--- config.mk ---
export PLATFORM = sky130hd
export DESIGN_NAME = mult_sched_flat
export DESIGN_NICKNAME = d
export VERILOG_FILES = /design/src/rtl/mult_sched_if.sv /design/src/rtl/mult_sched.sv /design/src/flat_wrapper.sv
export SDC_FILE = /design/constraint.sdc
export NUM_CORES = 1
export LEC_CHECK = 0
export CORE_AREA = 5 5 178 180
export CTS_CLUSTER_SIZE = 10
export DETAILED_ROUTE_END_ITERATION = 16
export DIE_AREA = 0 0 183 185
export PLACE_DENSITY = 0.68
export SYNTH_ARGS = -nofsm -noshare
export SYNTH_HDL_FRONTEND = slang
export SYNTH_SLANG_ARGS = --single-unit
export TNS_END_PERCENT = 10
--- constraint.sdc ---
create_clock -name clk -period 9.6 [get_ports clk]
set_input_delay 2.4 -clock clk [delete_from_list [all_inputs] [get_ports clk]]
set_output_delay 2.4 -clock clk [all_outputs]
set_load 0.005 [all_outputs]
--- src/rtl/mult_sched_if.sv ---
// Requester and response bundle for mult_sched.
// The response channel carries rsp_err only when MULT_SCHED_TIMEOUT_EN is defined.
interface mult_sched_if #(
    parameter int NREQ = 4,
    parameter int IDW  = 2
);
    logic [NREQ-1:0]    req;
    logic [NREQ*32-1:0] req_a;
    logic [NREQ*32-1:0] req_b;
    logic [NREQ-1:0]    gnt;
    logic               rsp_valid;
    logic               rsp_ready;
    logic [IDW-1:0]     rsp_id;
    logic [63:0]        rsp_prod;
`ifdef MULT_SCHED_TIMEOUT_EN
    logic               rsp_err;

    modport master (
        output req, req_a, req_b, rsp_ready,
        input  gnt, rsp_valid, rsp_id, rsp_prod, rsp_err
    );
    modport slave (
        input  req, req_a, req_b, rsp_ready,
        output gnt, rsp_valid, rsp_id, rsp_prod, rsp_err
    );
`else
    modport master (
        output req, req_a, req_b, rsp_ready,
        input  gnt, rsp_valid, rsp_id, rsp_prod
    );
    modport slave (
        input  req, req_a, req_b, rsp_ready,
        output gnt, rsp_valid, rsp_id, rsp_prod
    );
`endif
endinterface

--- src/rtl/mult_sched.sv ---
// Round-robin scheduler sharing one sequential 32x32 multiplier among NREQ requesters.
// Optional WAIT timeout with rsp_err is enabled by defining MULT_SCHED_TIMEOUT_EN.
module mult_sched #(
    parameter int NREQ      = 4,
    parameter int IDW       = 2,
    parameter int START_CYC = 2,
    parameter int TIMEOUT   = 200
) (
    input  logic           clk,
    input  logic           reset_n,
    mult_sched_if.slave    bus,
    output logic           mult_start,
    output logic [31:0]    mult_a,
    output logic [31:0]    mult_b,
    input  logic           mult_done,
    input  logic [63:0]    mult_prod,
    output logic           busy,
    output logic [1:0]     dbg_state,
    output logic [IDW-1:0] dbg_ptr
);
    if (IDW != $clog2(NREQ) || START_CYC < 1 || START_CYC > 15 || TIMEOUT < 1) begin : g_cfg_err
        $error("mult_sched: illegal parameter combination");
    end

    typedef enum logic [1:0] {S_IDLE, S_LAUNCH, S_WAIT, S_RESP} state_t;

    state_t         state_q, state_d;
    logic [IDW-1:0] ptr_q, cur_id_q, win_idx, rsp_id_q;
    logic           win_found, launch_done, armed_q;
    logic [3:0]     start_cnt_q;
    logic [31:0]    win_a, win_b;
    logic [63:0]    rsp_prod_q;
    logic           capture;
`ifdef MULT_SCHED_TIMEOUT_EN
    logic [15:0]    wait_cnt_q;
    logic           timeout_hit;
    logic           rsp_err_q;
    assign timeout_hit  = (wait_cnt_q == 16'(TIMEOUT - 1));
    assign bus.rsp_err  = rsp_err_q;
`endif

    // First requesting index at or above ptr, wrapping modulo NREQ.
    always_comb begin
        win_found = 1'b0;
        win_idx   = '0;
        for (int i = 0; i < NREQ; i++) begin
            int j;
            logic [IDW-1:0] cand;
            j = int'(ptr_q) + i;
            if (j >= NREQ) j = j - NREQ;
            cand = IDW'(j);
            if (!win_found && bus.req[cand]) begin
                win_found = 1'b1;
                win_idx   = cand;
            end
        end
    end

    always_comb begin
        win_a = '0;
        win_b = '0;
        for (int i = 0; i < NREQ; i++) begin
            if (win_idx == IDW'(i)) begin
                win_a = bus.req_a[i*32 +: 32];
                win_b = bus.req_b[i*32 +: 32];
            end
        end
    end

    // Response handshake: rsp_valid rises in RESP and holds rsp_id/rsp_prod
    // stable until a cycle with rsp_valid & rsp_ready; that edge returns to IDLE.
    always_comb begin
        state_d     = state_q;
        launch_done = (start_cnt_q == 4'(START_CYC - 1));
        capture     = mult_done && armed_q;
        bus.gnt     = '0;
        case (state_q)
            S_IDLE: begin
                if (win_found) begin
                    bus.gnt[win_idx] = 1'b1;
                    state_d          = S_LAUNCH;
                end
            end
            S_LAUNCH: if (launch_done) state_d = S_WAIT;
`ifdef MULT_SCHED_TIMEOUT_EN
            S_WAIT: if (capture || timeout_hit) state_d = S_RESP;
`else
            S_WAIT: if (capture) state_d = S_RESP;
`endif
            S_RESP: if (bus.rsp_ready) state_d = S_IDLE;
            default: state_d = S_IDLE;
        endcase
    end

    always_ff @(posedge clk) begin
        if (!reset_n) state_q <= S_IDLE;
        else          state_q <= state_d;
    end

    always_ff @(posedge clk) begin
        if (!reset_n) begin
            ptr_q       <= '0;
            cur_id_q    <= '0;
            mult_a      <= '0;
            mult_b      <= '0;
            start_cnt_q <= '0;
            armed_q     <= 1'b0;
            rsp_id_q    <= '0;
            rsp_prod_q  <= '0;
`ifdef MULT_SCHED_TIMEOUT_EN
            wait_cnt_q  <= '0;
            rsp_err_q   <= 1'b0;
`endif
        end else begin
            case (state_q)
                S_IDLE: begin
                    if (win_found) begin
                        ptr_q       <= (win_idx == IDW'(NREQ - 1)) ? '0 : win_idx + IDW'(1);
                        cur_id_q    <= win_idx;
                        mult_a      <= win_a;
                        mult_b      <= win_b;
                        start_cnt_q <= '0;
                    end
                end
                S_LAUNCH: begin
                    start_cnt_q <= start_cnt_q + 4'd1;
                    if (launch_done) begin
                        armed_q <= 1'b0;
`ifdef MULT_SCHED_TIMEOUT_EN
                        wait_cnt_q <= '0;
`endif
                    end
                end
                S_WAIT: begin
                    // A done level seen before any low cycle belongs to the previous op.
                    if (!mult_done) armed_q <= 1'b1;
`ifdef MULT_SCHED_TIMEOUT_EN
                    wait_cnt_q <= wait_cnt_q + 16'd1;
`endif
                    if (capture) begin
                        rsp_prod_q <= mult_prod;
                        rsp_id_q   <= cur_id_q;
`ifdef MULT_SCHED_TIMEOUT_EN
                        rsp_err_q  <= 1'b0;
                    end else if (timeout_hit) begin
                        rsp_prod_q <= '0;
                        rsp_id_q   <= cur_id_q;
                        rsp_err_q  <= 1'b1;
`endif
                    end
                end
                default: ;
            endcase
        end
    end

    assign mult_start    = (state_q == S_LAUNCH);
    assign busy          = (state_q != S_IDLE);
    assign bus.rsp_valid = (state_q == S_RESP);
    assign bus.rsp_id    = rsp_id_q;
    assign bus.rsp_prod  = rsp_prod_q;
    assign dbg_state     = state_q;
    assign dbg_ptr       = ptr_q;
endmodule

--- src/flat_wrapper.sv ---
// flat-port wrapper written by rule: the top's interface ports become plain ports
module mult_sched_flat 
#(
    parameter int NREQ      = 4,
    parameter int IDW       = 2,
    parameter int START_CYC = 2,
    parameter int TIMEOUT   = 200
)
  (clk, reset_n, mult_start, mult_a, mult_b, mult_done, mult_prod, busy, dbg_state, dbg_ptr, bus_req, bus_req_a, bus_req_b, bus_rsp_ready, bus_gnt, bus_rsp_valid, bus_rsp_id, bus_rsp_prod);
  mult_sched_if #(.NREQ(NREQ), .IDW(IDW)) bus_i ();
  input  logic clk;
  input  logic reset_n;
  output logic mult_start;
  output logic [31:0] mult_a;
  output logic [31:0] mult_b;
  input  logic mult_done;
  input  logic [63:0] mult_prod;
  output logic busy;
  output logic [1:0] dbg_state;
  output logic [IDW-1:0] dbg_ptr;
  input wire logic [$bits(bus_i.req)-1:0] bus_req;
  input wire logic [$bits(bus_i.req_a)-1:0] bus_req_a;
  input wire logic [$bits(bus_i.req_b)-1:0] bus_req_b;
  input wire logic [$bits(bus_i.rsp_ready)-1:0] bus_rsp_ready;
  output wire logic [$bits(bus_i.gnt)-1:0] bus_gnt;
  output wire logic [$bits(bus_i.rsp_valid)-1:0] bus_rsp_valid;
  output wire logic [$bits(bus_i.rsp_id)-1:0] bus_rsp_id;
  output wire logic [$bits(bus_i.rsp_prod)-1:0] bus_rsp_prod;
  assign bus_i.req = bus_req;
  assign bus_i.req_a = bus_req_a;
  assign bus_i.req_b = bus_req_b;
  assign bus_i.rsp_ready = bus_rsp_ready;
  assign bus_gnt = bus_i.gnt;
  assign bus_rsp_valid = bus_i.rsp_valid;
  assign bus_rsp_id = bus_i.rsp_id;
  assign bus_rsp_prod = bus_i.rsp_prod;
  mult_sched #(.NREQ(NREQ), .IDW(IDW), .START_CYC(START_CYC), .TIMEOUT(TIMEOUT)) u_core (.clk(clk), .reset_n(reset_n), .bus(bus_i), .mult_start(mult_start), .mult_a(mult_a), .mult_b(mult_b), .mult_done(mult_done), .mult_prod(mult_prod), .busy(busy), .dbg_state(dbg_state), .dbg_ptr(dbg_ptr));
endmodule
==> results.json <==
{
  "status": "completed",
  "r2r-start": "u_core.dbg_ptr[0]",
  "cts_num_sinks": 141,
  "final_common_cell": "clkdlybuf4s50_1",
  "fin_setup_tns_ns": 0,
  "portBuffers": 468,
  "critPathSlowestCell": "or4_1",
  "synth_ff_type": "dfxtp_1",
  "synthesis.area_sq_mm": 0.00712,
  "path_cells": "clkdlybuf4s50_1, or4_1, nand2_1, ha_4, and3_1, clkdlybuf4s50_1",
  "vias": 8675,
  "grt_max_degree": 90,
  "worstPathArrival_ns": 5.19,
  "rrSetupSlack_ns": 6.20,
  "syn_nets": 1368,
  "grt_usage": 0.169,
  "antenna_left": 0,
  "hold_path.class": "reg2reg",
  "fp.dieH_microns": 185,
  "antenna_found_initial": 0,
  "cts_buffers": 17,
  "whs_ns": 0.453,
  "detail_route.wl_per_cell_microns": 16.6,
  "nets": 1769,
  "area_delta_synth_final_pct": 78.2,
  "cts-root-buf": "clkbuf_16",
  "cts_tree": "built",
  "synth-seq-area-share": 0.397,
  "slew_viol_final": 0,
  "peakVddDrop_mv": 0.126,
  "grt-ovfl-total": 0,
  "rsz0062_at_grt": "no",
  "fmax_mhz": 132,
  "cts_hold_buf": 0,
  "yosysWarnings": 0,
  "start_util": 0.237,
  "antenna_cells": 0,
  "startpoint_type": "primary input",
  "r2r_end": "u_core.mult_a[3]",
  "post-route-period-util": 0.790,
  "crit_path_max_fanout": 52,
  "cp.required_ns": 7.20,
  "min_to": "u_core.bus.rsp_prod[35]",
  "hold_violations": 0,
  "async_flop_share": 0,
  "crit_path_end_kind": "primary output",
  "worst_path_most_repeated_cell": "clkdlybuf4s50_1",
  "path_class": "in2out",
  "max-clock-path-buffers": 2,
  "leakagePower_nw": 4.68,
  "drtPass1Iterations": 4,
  "gp_congestion": 0.868,
  "hold_start": "u_core.bus.rsp_prod[35]",
  "setup_viol": 0,
  "layout-drive-gt1-share": 0.0360,
  "synth_edf_count": 0,
  "layout_common_cells": "467 x clkdlybuf4s50_1, 269 x a21oi_1, 205 x nand2_1",
  "grt_pass1_vias": 8472,
  "max_cap_viol_count": 0,
  "dp_hpwl_microns": 22700,
  "drc": 0,
  "skew_ns": 0.0122,
  "fill_cells": 3060,
  "die-area_sq_mm": 0.0339,
  "routed_wl_microns": 30500,
  "layout_min_cycle_time_ns": 7.59,
  "final_core_util": 0.422,
  "power_per_cell_area_mw_per_mm2": 241,
  "vias_per_cell": 4.71,
  "synth_area_per_cell_sq_um": 6.91,
  "cts_setup_buffers": 0,
  "path_clk_slew_ns": 0.06,
  "hold_depth": 2,
  "tightest_slew_ns": 1.19,
  "coreArea_sq_mm": 0.0300,
  "die_w_microns": 183,
  "cts_resized": 0,
  "synth_cells": 1030,
  "reg2regPathDepth": 9,
  "grt_pass1_wl_microns": 46000,
  "slew_headroom": 0.206,
  "drt_iter0_drc": 296,
  "synth_seq_cells": 141,
  "num_rows": 64,
  "clk_latency_ns": 0.43,
  "slowest_delay_ns": 0.73,
  "yosysUniqueCellTypes": 33,
  "io_pins": 469,
  "cts_htree_levels": 4
}
[sequential cells by signal, indices dropped and copies added, names as in the netlist]
name and cells:
u_core.armed_q 1, u_core.bus.rsp_prod 64, u_core.mult_b 32, u_core.dbg_state 2, u_core.start_cnt_q 4, u_core.cur_id_q 2
u_core.dbg_ptr 2, u_core.bus.rsp_id 2, u_core.mult_a 32
[critical path: cells and delay by family]
family,cells,cell delay [ns]
adders and majority gates,1,0.52
buffers and inverters,2,1.00
and+or+nand+nor,3,1.23
[worst max-delay path by stage]
stage | from | slack (ns) | depth (start not counted) | end
after CTS | bus_req[3] | 1.98 | 8 | bus_gnt[1]
after floorplan | bus_req[1] | 3.11 | 7 | bus_gnt[2]
final | bus_req[0] | 2.01 | 6 | bus_gnt[2]
after global routing | bus_req[1] | 1.86 | 6 | bus_gnt[2]
after detailed placement | bus_req[3] | 1.98 | 8 | bus_gnt[1]
after global placement | bus_req[3] | 2.02 | 8 | bus_gnt[1]
[cells in the mapped netlist (2+ instances only)]
master,count,area (sq um)
dfxtp_1,141,2820
a211oi_1,2,15.0
nor2b_1,2,12.5
a21oi_1,269,1350
nor2_1,7,26.3
buf_2,5,25.0
clkbuf_1,78,293
nand2b_1,2,12.5
o21ai_0,133,666
inv_1,72,270
a22oi_1,64,480
and3_1,5,31.3
ha_1,10,125
nand2_1,205,769
buf_1,11,41.3
nand3_1,7,35.0
[report_power, final]
group	internal, mW	switching (mW)
Sequential	0.727	0.0725
Combinational	0.698	0.837
Clock	0.441	0.281
[area by class of cell]
class | instances | area [sq um] | area share
Tap cell | 396 | 495 | 0.0391
Timing Repair Buffer | 476 | 4740 | 0.374
Inverter | 73 | 274 | 0.0216
Multi-Input combinational cell | 722 | 3710 | 0.293
Sequential cell | 141 | 2820 | 0.223
Clock inverter | 14 | 205 | 0.0162
Clock buffer | 18 | 429 | 0.0338
[logic make-up (layout without fill, tap and decap cells)]
family / count (synthesis) / in the layout / synth area share
compound gates: 477 / 477 / 0.363
flops: 141 / 141 / 0.397
simple gates: 233 / 233 / 0.131
mux: 2 / 2 / 0.00299
fa+ha+maj: 10 / 10 / 0.0176
buf+inv: 167 / 581 / 0.0890
[layer usage]
metal | up-vias | share of wire | track usage
met3 | 29 | 0.095 | 0.0621
met1 | 3949 | 0.39 | 0.192
li1 | 4348 | - | -
met2 | 349 | 0.50 | 0.301
met4 | 0 | 0.020 | 0.0462
met5 | - | 0 | 0
[per-stage QoR]
stage	instance area, sq um	cells	worst slack [ns]	power [mW]
floorplan	7120	1030	3.11	1.65
global placement	12000	1808	2.02	2.34
detailed placement	12000	1808	1.98	2.36
CTS	12700	1840	1.98	3.11
global route	12700	1840	1.86	3.30
finish	12700	1840	2.01	3.06
(Power assumes the default switching activity.)
